`config.mk`:
```
export PLATFORM = sky130hd
export DESIGN_NAME = fp_out_wrapper_ctrl_flat
export DESIGN_NICKNAME = d
export VERILOG_FILES = /design/src/rtl/fp_out_wrapper_ctrl_if.sv /design/src/rtl/fp_out_wrapper_ctrl.sv /design/src/flat_wrapper.sv
export SDC_FILE = /design/constraint.sdc
export NUM_CORES = 1
export LEC_CHECK = 0
export ABC_AREA = 1
export CAP_MARGIN = 20
export CORE_MARGIN = 2
export CORE_UTILIZATION = 62
export CTS_CLUSTER_DIAMETER = 60
export DETAILED_ROUTE_END_ITERATION = 6
export DONT_BUFFER_PORTS = 1
export PLACE_DENSITY = 0.78
export SETUP_SLACK_MARGIN = 0.5
export SYNTH_ARGS = -nofsm -noshare
export SYNTH_HDL_FRONTEND = slang
export SYNTH_SLANG_ARGS = --single-unit
```
`constraint.sdc`:
```
create_clock -name clk -period 1.6 [get_ports clk]
set_input_delay 0.24 -clock clk [delete_from_list [all_inputs] [get_ports clk]]
set_output_delay 0.24 -clock clk [all_outputs]
set_load 0.02 [all_outputs]
```
`src/rtl/fp_out_wrapper_ctrl_if.sv`:
```
// Result-transmit bus between the FP unit, the output wrapper and the consumer.
// FP_OUT_WRAPPER_PARITY_EN adds the outParity signal.
interface fp_out_wrapper_ctrl_if #(
  parameter int WIDTH = 32
);
  logic                   doneFP;
  logic [WIDTH-1:0]       result;
  logic                   outAccept;
  logic                   outReady;
  logic [WIDTH/2-1:0]     outData;
  logic                   busy;
  logic                   resultSent;
`ifdef FP_OUT_WRAPPER_PARITY_EN
  logic                   outParity;

  modport master (
    output doneFP, result, outAccept,
    input  outReady, outData, busy, resultSent, outParity
  );

  modport slave (
    input  doneFP, result, outAccept,
    output outReady, outData, busy, resultSent, outParity
  );
`else
  modport master (
    output doneFP, result, outAccept,
    input  outReady, outData, busy, resultSent
  );

  modport slave (
    input  doneFP, result, outAccept,
    output outReady, outData, busy, resultSent
  );
`endif
endinterface

```
`src/rtl/fp_out_wrapper_ctrl.sv`:
```
// FP output wrapper: captures the result on doneFP and sends it as two half-words
// (low first) over a 4-phase outReady/outAccept handshake. Option: FP_OUT_WRAPPER_PARITY_EN.
//
// state    | meaning
// IDLE     | no result held, waiting for doneFP
// CAPTURE  | loading result into res_reg
// SEND_LO  | low half presented, waiting for outAccept=1
// WAIT_LO  | low half acknowledged, waiting for outAccept=0
// SEND_HI  | high half presented, waiting for outAccept=1
// WAIT_HI  | high half acknowledged, waiting for outAccept=0
module fp_out_wrapper_ctrl #(
  parameter int WIDTH = 32
) (
  input  logic                  clk,
  input  logic                  rst,
  fp_out_wrapper_ctrl_if.slave  bus
);
  localparam int HALF = WIDTH / 2;

  typedef enum logic [2:0] {
    IDLE    = 3'd0,
    CAPTURE = 3'd1,
    SEND_LO = 3'd2,
    WAIT_LO = 3'd3,
    SEND_HI = 3'd4,
    WAIT_HI = 3'd5
  } state_t;

  state_t            state;
  logic [WIDTH-1:0]  res_reg;
  logic              out_ready;
  logic [HALF-1:0]   out_data;
  logic              busy;
  logic              result_sent;
`ifdef FP_OUT_WRAPPER_PARITY_EN
  logic              out_parity;
`endif

  // Outputs are loaded alongside the state transition so they always match the state they enter.
  always_ff @(posedge clk or negedge rst) begin
    if (!rst) begin
      state       <= IDLE;
      res_reg     <= '0;
      out_ready   <= 1'b0;
      out_data    <= '0;
      busy        <= 1'b0;
      result_sent <= 1'b0;
`ifdef FP_OUT_WRAPPER_PARITY_EN
      out_parity  <= 1'b0;
`endif
    end else begin
      result_sent <= 1'b0;
      case (state)
        IDLE: begin
          out_ready <= 1'b0;
          out_data  <= '0;
`ifdef FP_OUT_WRAPPER_PARITY_EN
          out_parity <= 1'b0;
`endif
          if (bus.doneFP) begin
            state <= CAPTURE;
            busy  <= 1'b1;
          end else begin
            busy  <= 1'b0;
          end
        end
        CAPTURE: begin
          res_reg   <= bus.result;
          out_ready <= 1'b1;
          out_data  <= bus.result[HALF-1:0];
`ifdef FP_OUT_WRAPPER_PARITY_EN
          out_parity <= ^bus.result[HALF-1:0];
`endif
          busy      <= 1'b1;
          state     <= SEND_LO;
        end
        SEND_LO: begin
          out_data <= res_reg[HALF-1:0];
          if (bus.outAccept) begin
            out_ready <= 1'b0;
            state     <= WAIT_LO;
          end
        end
        WAIT_LO: begin
          if (!bus.outAccept) begin
            out_ready <= 1'b1;
            out_data  <= res_reg[WIDTH-1:HALF];
`ifdef FP_OUT_WRAPPER_PARITY_EN
            out_parity <= ^res_reg[WIDTH-1:HALF];
`endif
            state     <= SEND_HI;
          end
        end
        SEND_HI: begin
          if (bus.outAccept) begin
            out_ready <= 1'b0;
            state     <= WAIT_HI;
          end
        end
        WAIT_HI: begin
          if (!bus.outAccept) begin
            out_data    <= '0;
            busy        <= 1'b0;
            result_sent <= 1'b1;
`ifdef FP_OUT_WRAPPER_PARITY_EN
            out_parity  <= 1'b0;
`endif
            state       <= IDLE;
          end
        end
        default: begin
          state       <= IDLE;
          res_reg     <= '0;
          out_ready   <= 1'b0;
          out_data    <= '0;
          busy        <= 1'b0;
          result_sent <= 1'b0;
`ifdef FP_OUT_WRAPPER_PARITY_EN
          out_parity  <= 1'b0;
`endif
        end
      endcase
    end
  end

  assign bus.outReady   = out_ready;
  assign bus.outData    = out_data;
  assign bus.busy       = busy;
  assign bus.resultSent = result_sent;
`ifdef FP_OUT_WRAPPER_PARITY_EN
  assign bus.outParity  = out_parity;
`endif

endmodule

```
`src/flat_wrapper.sv`:
```
// flat-port wrapper written by rule: the top's interface ports become plain ports
module fp_out_wrapper_ctrl_flat 
#(
  parameter int WIDTH = 32
)
  (clk, rst, bus_doneFP, bus_result, bus_outAccept, bus_outReady, bus_outData, bus_busy, bus_resultSent);
  fp_out_wrapper_ctrl_if #(.WIDTH(WIDTH)) bus_i ();
  input  logic clk;
  input  logic rst;
  input wire logic [$bits(bus_i.doneFP)-1:0] bus_doneFP;
  input wire logic [$bits(bus_i.result)-1:0] bus_result;
  input wire logic [$bits(bus_i.outAccept)-1:0] bus_outAccept;
  output wire logic [$bits(bus_i.outReady)-1:0] bus_outReady;
  output wire logic [$bits(bus_i.outData)-1:0] bus_outData;
  output wire logic [$bits(bus_i.busy)-1:0] bus_busy;
  output wire logic [$bits(bus_i.resultSent)-1:0] bus_resultSent;
  assign bus_i.doneFP = bus_doneFP;
  assign bus_i.result = bus_result;
  assign bus_i.outAccept = bus_outAccept;
  assign bus_outReady = bus_i.outReady;
  assign bus_outData = bus_i.outData;
  assign bus_busy = bus_i.busy;
  assign bus_resultSent = bus_i.resultSent;
  fp_out_wrapper_ctrl #(.WIDTH(WIDTH)) u_core (.clk(clk), .rst(rst), .bus(bus_i));
endmodule
```
==> results of run 1 <==
worst max-delay path, stage by stage, from the launching register on:
cell,delay [ps]
dfrtp_2,500
nor2_2,230
nand2_1,150
inv_1,140
nor2_4,70
buf_8,150
nand2_1,90
nand2_1,60
per-layer routing:
layer | share of wire [%] | wire length (um) | up-vias
li1 | - | - | 1041
met1 | 37 | 2760 | 1157
met2 | 50 | 3800 | 164
met3 | 9.8 | 741 | 29
met5 | 0 | 0 | -
met4 | 3.4 | 256 | 0
area by class of cell:
class,instances,area share [%]
Sequential cell,54,42.9
Multi-Input combinational cell,232,37.2
Timing Repair Buffer,27,11.4
Clock buffer,6,2.61
Inverter,11,1.98
Tap cell,48,1.90
Timing Repair inverter,3,1.07
Clock inverter,1,0.951
stage by stage:
stage	cell area (um^2)	TNS [ps]	hold WS, ps
2_1_floorplan	2530	0	-55.6
4_1_cts	2990	0	-396
6_report	3160	0	-396
3_3_place_gp	2530	-222	-54.4
3_5_place_dp	2530	-1120	-54.4
5_1_grt	3160	0	-408
what timing repair did:
action,4_1_cts,5_1_grt
pin swaps,9,19
endpoints found under the hold margin,55,54
setup endpoints to repair,53,54
resized for setup,37,35
buffers inserted,13,3
cloned,5,1
kinds of logic after synthesis:
family,Yosys count
simple gates,225
compound gates,7
flops,54
buf+inv,26
worst max-delay path by stage:
stage	startpoint	to	depth (start not counted)
floorplan	u_core.state[0]	u_core.bus.outData[10]	8
global placement	u_core.state[0]	u_core.bus.outData[1]	7
detailed placement	u_core.state[0]	u_core.bus.outData[12]	7
CTS	u_core.state[2]	u_core.bus.outData[5]	9
global route	u_core.state[0]	u_core.bus.outData[2]	7
finish	u_core.state[0]	u_core.bus.outData[1]	7
where the power goes:
group / switching [mW] / leakage (nW) / internal, mW / total [mW]
Combinational: 1.98 / 0.944 / 1.45 / 3.43
Sequential: 0.665 / 0.683 / 1.97 / 2.63
Clock: 0.457 / 0.0573 / 0.502 / 0.959
layout by cell type (no fill, tap or decap), drive strengths merged:
cell type / instances
inv: 14
o21ai: 3
dlygate4sd3: 1
clkbuf: 7
o21bai: 2
nor2: 8
buf: 25
o211ai: 1
dfrtp: 54
a21oi: 1
nand4: 2
nand2: 156
bufinv: 1
nand3: 59
==> run metrics, run 1 <==
first-pass GRT wire length=10,700 um; register area=1350 um^2; fraction of layout cells with a size suffix above 1=26.3%; ys async rst share=100%; CP arrival=1710 ps; port buffer count=0; clk sinks=54; synthesis-stage register bit count=54; TritonCTS clock tree=built; placed cells=352; post-synth top area cell=dfrtp_1; I/O pin total=55; Hold Vio Cnt, Final=54; Max-slew headroom=79.9%; Die ar.=4520 um^2; Finished Layout Cells=382; die height=67.2 um; Final Cycle Share=93.8%; vias in the first global route=2,146; r2r startpoint=u_core.state[0]; GR Util met1=41.6%; Routed WL per cell=19.8 um; Root Driver=clkbuf_8; max reg flops=32; vias=2,391; die width=67.2 um; GP Congestion=0.891; multiplexer area fraction after synthesis=0%; fin. max-slew vios=0; FF-to-FF End=u_core.bus.outData[1]; WHS=-396 ps; DRT Pass-1 Iters=5; Fmax=666 MHz; Initial Util=66.1%; pwr/cell area=2220 nW/um^2; most frequent cell after synthesis=nand2_1; CTS H-tree lvls=2; XOR/XNOR Fraction of Synth Area=0%; Max Cap Viol=0; Layout Area Growth over Synthesis=27.5%; vias per std cell=6.26; Seq/Total Area, Yosys=54.6%; drt drc=0; Adder-Cell Fraction of Synth Area=0%; Min-Delay Path Class=input pin to async pin; CTS hold repair buffers=1; largest net degree at the start of global routing=55; gr ovfl total=0; Placeable Area=3740 um^2; final wirelength=7560 um; Final HPWL DP=3580 um; Post-DRT Antenna Nets=0; failing checks=hold timing; Setup CP Type=flop to flop; Yosys top cell area share=54.6%; Layout fillers=205; GR Layer Usage met3=10.0%; initial DRC count=241; number of antenna diodes=0; compound-cell area share of the yosys netlist=1.72%; slew at the pin closest to its max-slew limit=299 ps; Most Used Layer, Global Route=met2; met2 GRT Util=52.1%; Tot Pwr=7.02 mW; unrepaired setup endpoints after global routing=yes; CTS buffer count=5; slack of the worst reg-to-reg path=100 ps; row count=22; Synth area leaders=dfrtp_1 55%, nand2_1 23%, nand3_1 12%, buf_2 1.6%, nor2_4 1.4%; endpoint required time on the critical path=1810 ps; worst vdd ir=0.00164 V; Final nets=370; Final Skew=7.89 ps; r2r worst-path depth=7; critical path launch point type=flop; synthesized cell area=2480 um^2; worst setup margin=98.7 ps; post-layout util=84.4%; top_reg_cell synth=dfrtp_1; number of synthesis warnings=0; worst slack at placement=-88.1 ps; global-route usage over all layers=32.2%; commonest cells in the netlist=154 x nand2_1, 59 x nand3_1, 54 x dfrtp_1, 8 x buf_2, 7 x inv_1; status=finished with violations; initial antenna violation count=0; cell count after synthesis=312; leakage power=1.68 nW; number of flops mapped to enable cells by yosys=0; CP max FO=16; Syn Area/Cell=7.94 um^2; Mapped Nets=348; Final min period=1500 ps; largest family of logic cells by synthesized area=simple AND/OR/NAND/NOR gates; clk_lat worst skew=310 ps; Simple-Gate Fraction of Synth Area=38.8%; Final setup viols=0; Synth cell types=20; CTS clk-pin slew, worst paths=100 ps; footprint of the multi-input gates=1180 um^2; CP endpoint kind=flop; maximum root-to-sink buffer count=2
(Power assumes the default switching activity.)
==> run 2, diff against run 1 <==
Settings changed: CORE_MARGIN 2 to not set.
Clock period 1.6 ns to 1.7 ns, I/O delays scaled along.
==> run 2 against run 1 <==
The run still ends with hold timing left. Sequential power down 5%. Maximum frequency up 1.4%. Highest routed layer unchanged. Register-to-register slack better by 120 ps. Clock skew up 2.6 ps. Sequential share of layout area down 1.6 points. Utilization up 3.2 points.
==> run metrics, run 2 (synthesis gave the netlist of run 1 again) <==
status=finished with violations (unchanged); failing checks=hold timing (unchanged); CTS clk-pin slew, worst paths=100 ps (about the same); Max Cap Viol=0 (unchanged); critical path launch point type=flop (unchanged); r2r startpoint=u_core.state[2] (was u_core.state[0]); number of antenna diodes=0 (unchanged); largest net degree at the start of global routing=55 (unchanged); Slowest cell on crit path=dfrtp_1 (was dfrtp_2); GP Congestion=0.925 (was 0.891); Fmax=676 MHz (was 666 MHz); leakage power=1.81 nW (was 1.68 nW); port buffer count=0 (unchanged); Die ar.=4250 um^2 (was 4520 um^2); global-route usage over all layers=33.3% (was 32.2%); DRT Pass-1 Iters=5 (unchanged); CTS H-tree lvls=2 (unchanged); initial antenna violation count=0 (unchanged); vias per std cell=6.36 (was 6.26); Max stage delay on crit path=440 ps (was 500 ps); Tot Pwr=6.70 mW (was 7.02 mW); fin. max-slew vios=0 (unchanged); Final setup viols=0 (unchanged); maximum root-to-sink buffer count=2 (unchanged); Hold Vio Cnt, Final=54 (unchanged); row count=22 (unchanged); drt drc=0 (unchanged); footprint of the multi-input gates=1330 um^2 (was 1180 um^2); first-pass GRT wire length=10,500 um (was 10,700 um); Fin Setup TNS=0 ps (unchanged); gr ovfl total=0 (unchanged); most common cell after layout, fill and taps aside=nand2_1 (unchanged); CTS buffer count=5 (unchanged); endpoint required time on the critical path=1950 ps (was 1810 ps); Initial Util=66.1% (unchanged); cell family with most CP delay=simple AND/OR/NAND/NOR gates (unchanged); Max-slew headroom=80.7% (was 79.9%); commonest non-fill, non-tap cells in the layout=122 x nand2_1, 52 x dfrtp_1, 35 x nand3_1 (was 135 x nand2_1, 52 x dfrtp_1, 46 x nand3_1); Placeable Area=3740 um^2 (unchanged); TritonCTS clock tree=built (unchanged); clk_lat worst skew=320 ps (was 310 ps); Post-DRT Antenna Nets=0 (unchanged); Final min period=1480 ps (was 1500 ps); Min-Delay Path Class=input pin to async pin (unchanged); CP max FO=16 (unchanged); I/O pin total=55 (unchanged); fraction of layout cells with a size suffix above 1=32.6% (was 26.3%); final wirelength=7450 um (was 7560 um); Final Cycle Share=87.1% (was 93.8%); crit-path cells=buf_4, nand2_1, inv_1, nor2_4, buf_8, nand2_1, nand2_1 (was nor2_2, nand2_1, inv_1, nor2_4, buf_8, nand2_1, nand2_1); max reg flops=32 (unchanged); WHS=-386 ps (was -396 ps); die width=65.2 um (was 67.2 um); CP Buf/Inv Count=3 (was 2); CP endpoint kind=flop (unchanged); clk sinks=54 (unchanged); most frequent CP cell=nand2_1 (unchanged); Final Skew=10.5 ps (was 7.89 ps); Layout Area Growth over Synthesis=32.3% (was 27.5%); CTS hold repair buffers=1 (unchanged); Final nets=369 (was 370); Routed WL per cell=19.5 um (was 19.8 um); worst vdd ir=0.00131 V (was 0.00164 V); register area=1350 um^2 (unchanged); die height=65.2 um (was 67.2 um); CP arrival=1730 ps (was 1710 ps); Setup CP Type=flop to flop (unchanged); Layout fillers=166 (was 205); pwr/cell area=2040 nW/um^2 (was 2220 nW/um^2); Final HPWL DP=3460 um (was 3580 um); slew at the pin closest to its max-slew limit=290 ps (was 299 ps); initial DRC count=365 (was 241); unrepaired setup endpoints after global routing=yes (unchanged); Root Driver=clkbuf_8 (unchanged); CP startpoint=u_core.state[2] (was u_core.state[0]); vias=2,428 (was 2,391); vias in the first global route=2,202 (was 2,146)
## run 2: layout make-up
class                           instances  area share, %
Timing Repair Buffer                   24           9.55
Clock inverter                          2          0.382
Timing Repair inverter                  5           1.91
Clock buffer                            6           2.52
Tap cell                               48           1.83
Sequential cell                        54           41.3
Inverter                               11           1.99
Multi-Input combinational cell        232           40.5
## run 2: repair_timing
item	in CTS	in global routing
endpoints found under the setup margin	53	53
gates resized for setup	57	50
buffers inserted	10	5
pin swaps	26	27
gates cloned	4	4
hold endpoints to repair	55	54
## run 2: through the flow
step                util (%)  worst slack (ps)  instance area, um^2  hold slack, ps  cells
finish                  87.5               220                 3280            -386    382
global route            87.5               162                 3280            -403    382
CTS                     80.2               384                 3000            -382    373
detailed placement      66.8              9.12                 2500           -39.5    350
global placement        66.8              97.4                 2500           -39.4    350
floorplan                  -               390                 2520           -40.6    312
## run 2: power breakdown
group	internal, mW	switching [mW]
clock network	0.328	0.437
logic	1.42	2.03
registers	1.85	0.634
## run 2: final timing paths
kind,end,slack (ps),depth (start not counted)
setup / recovery,u_core.bus.outData[0],220,7
hold / removal,u_core.res_reg[11],-390,0
setup reg to reg,u_core.bus.outData[0],220,7
hold reg to reg,u_core.res_reg[6],510,2
max in group asynchronous,u_core.state[0],1980,0
min in group clk,u_core.res_reg[16],30,2
## run 2: per-layer routing
| metal | share of wire (%) | GRT usage, % | vias up |
|---|---|---|---|
| met4 | 2.6 | 14.7 | 0 |
| met5 | 0 | 0 | - |
| met3 | 10 | 8.85 | 29 |
| li1 | - | - | 1049 |
| met2 | 51 | 54.4 | 179 |
| met1 | 36 | 41.3 | 1171 |
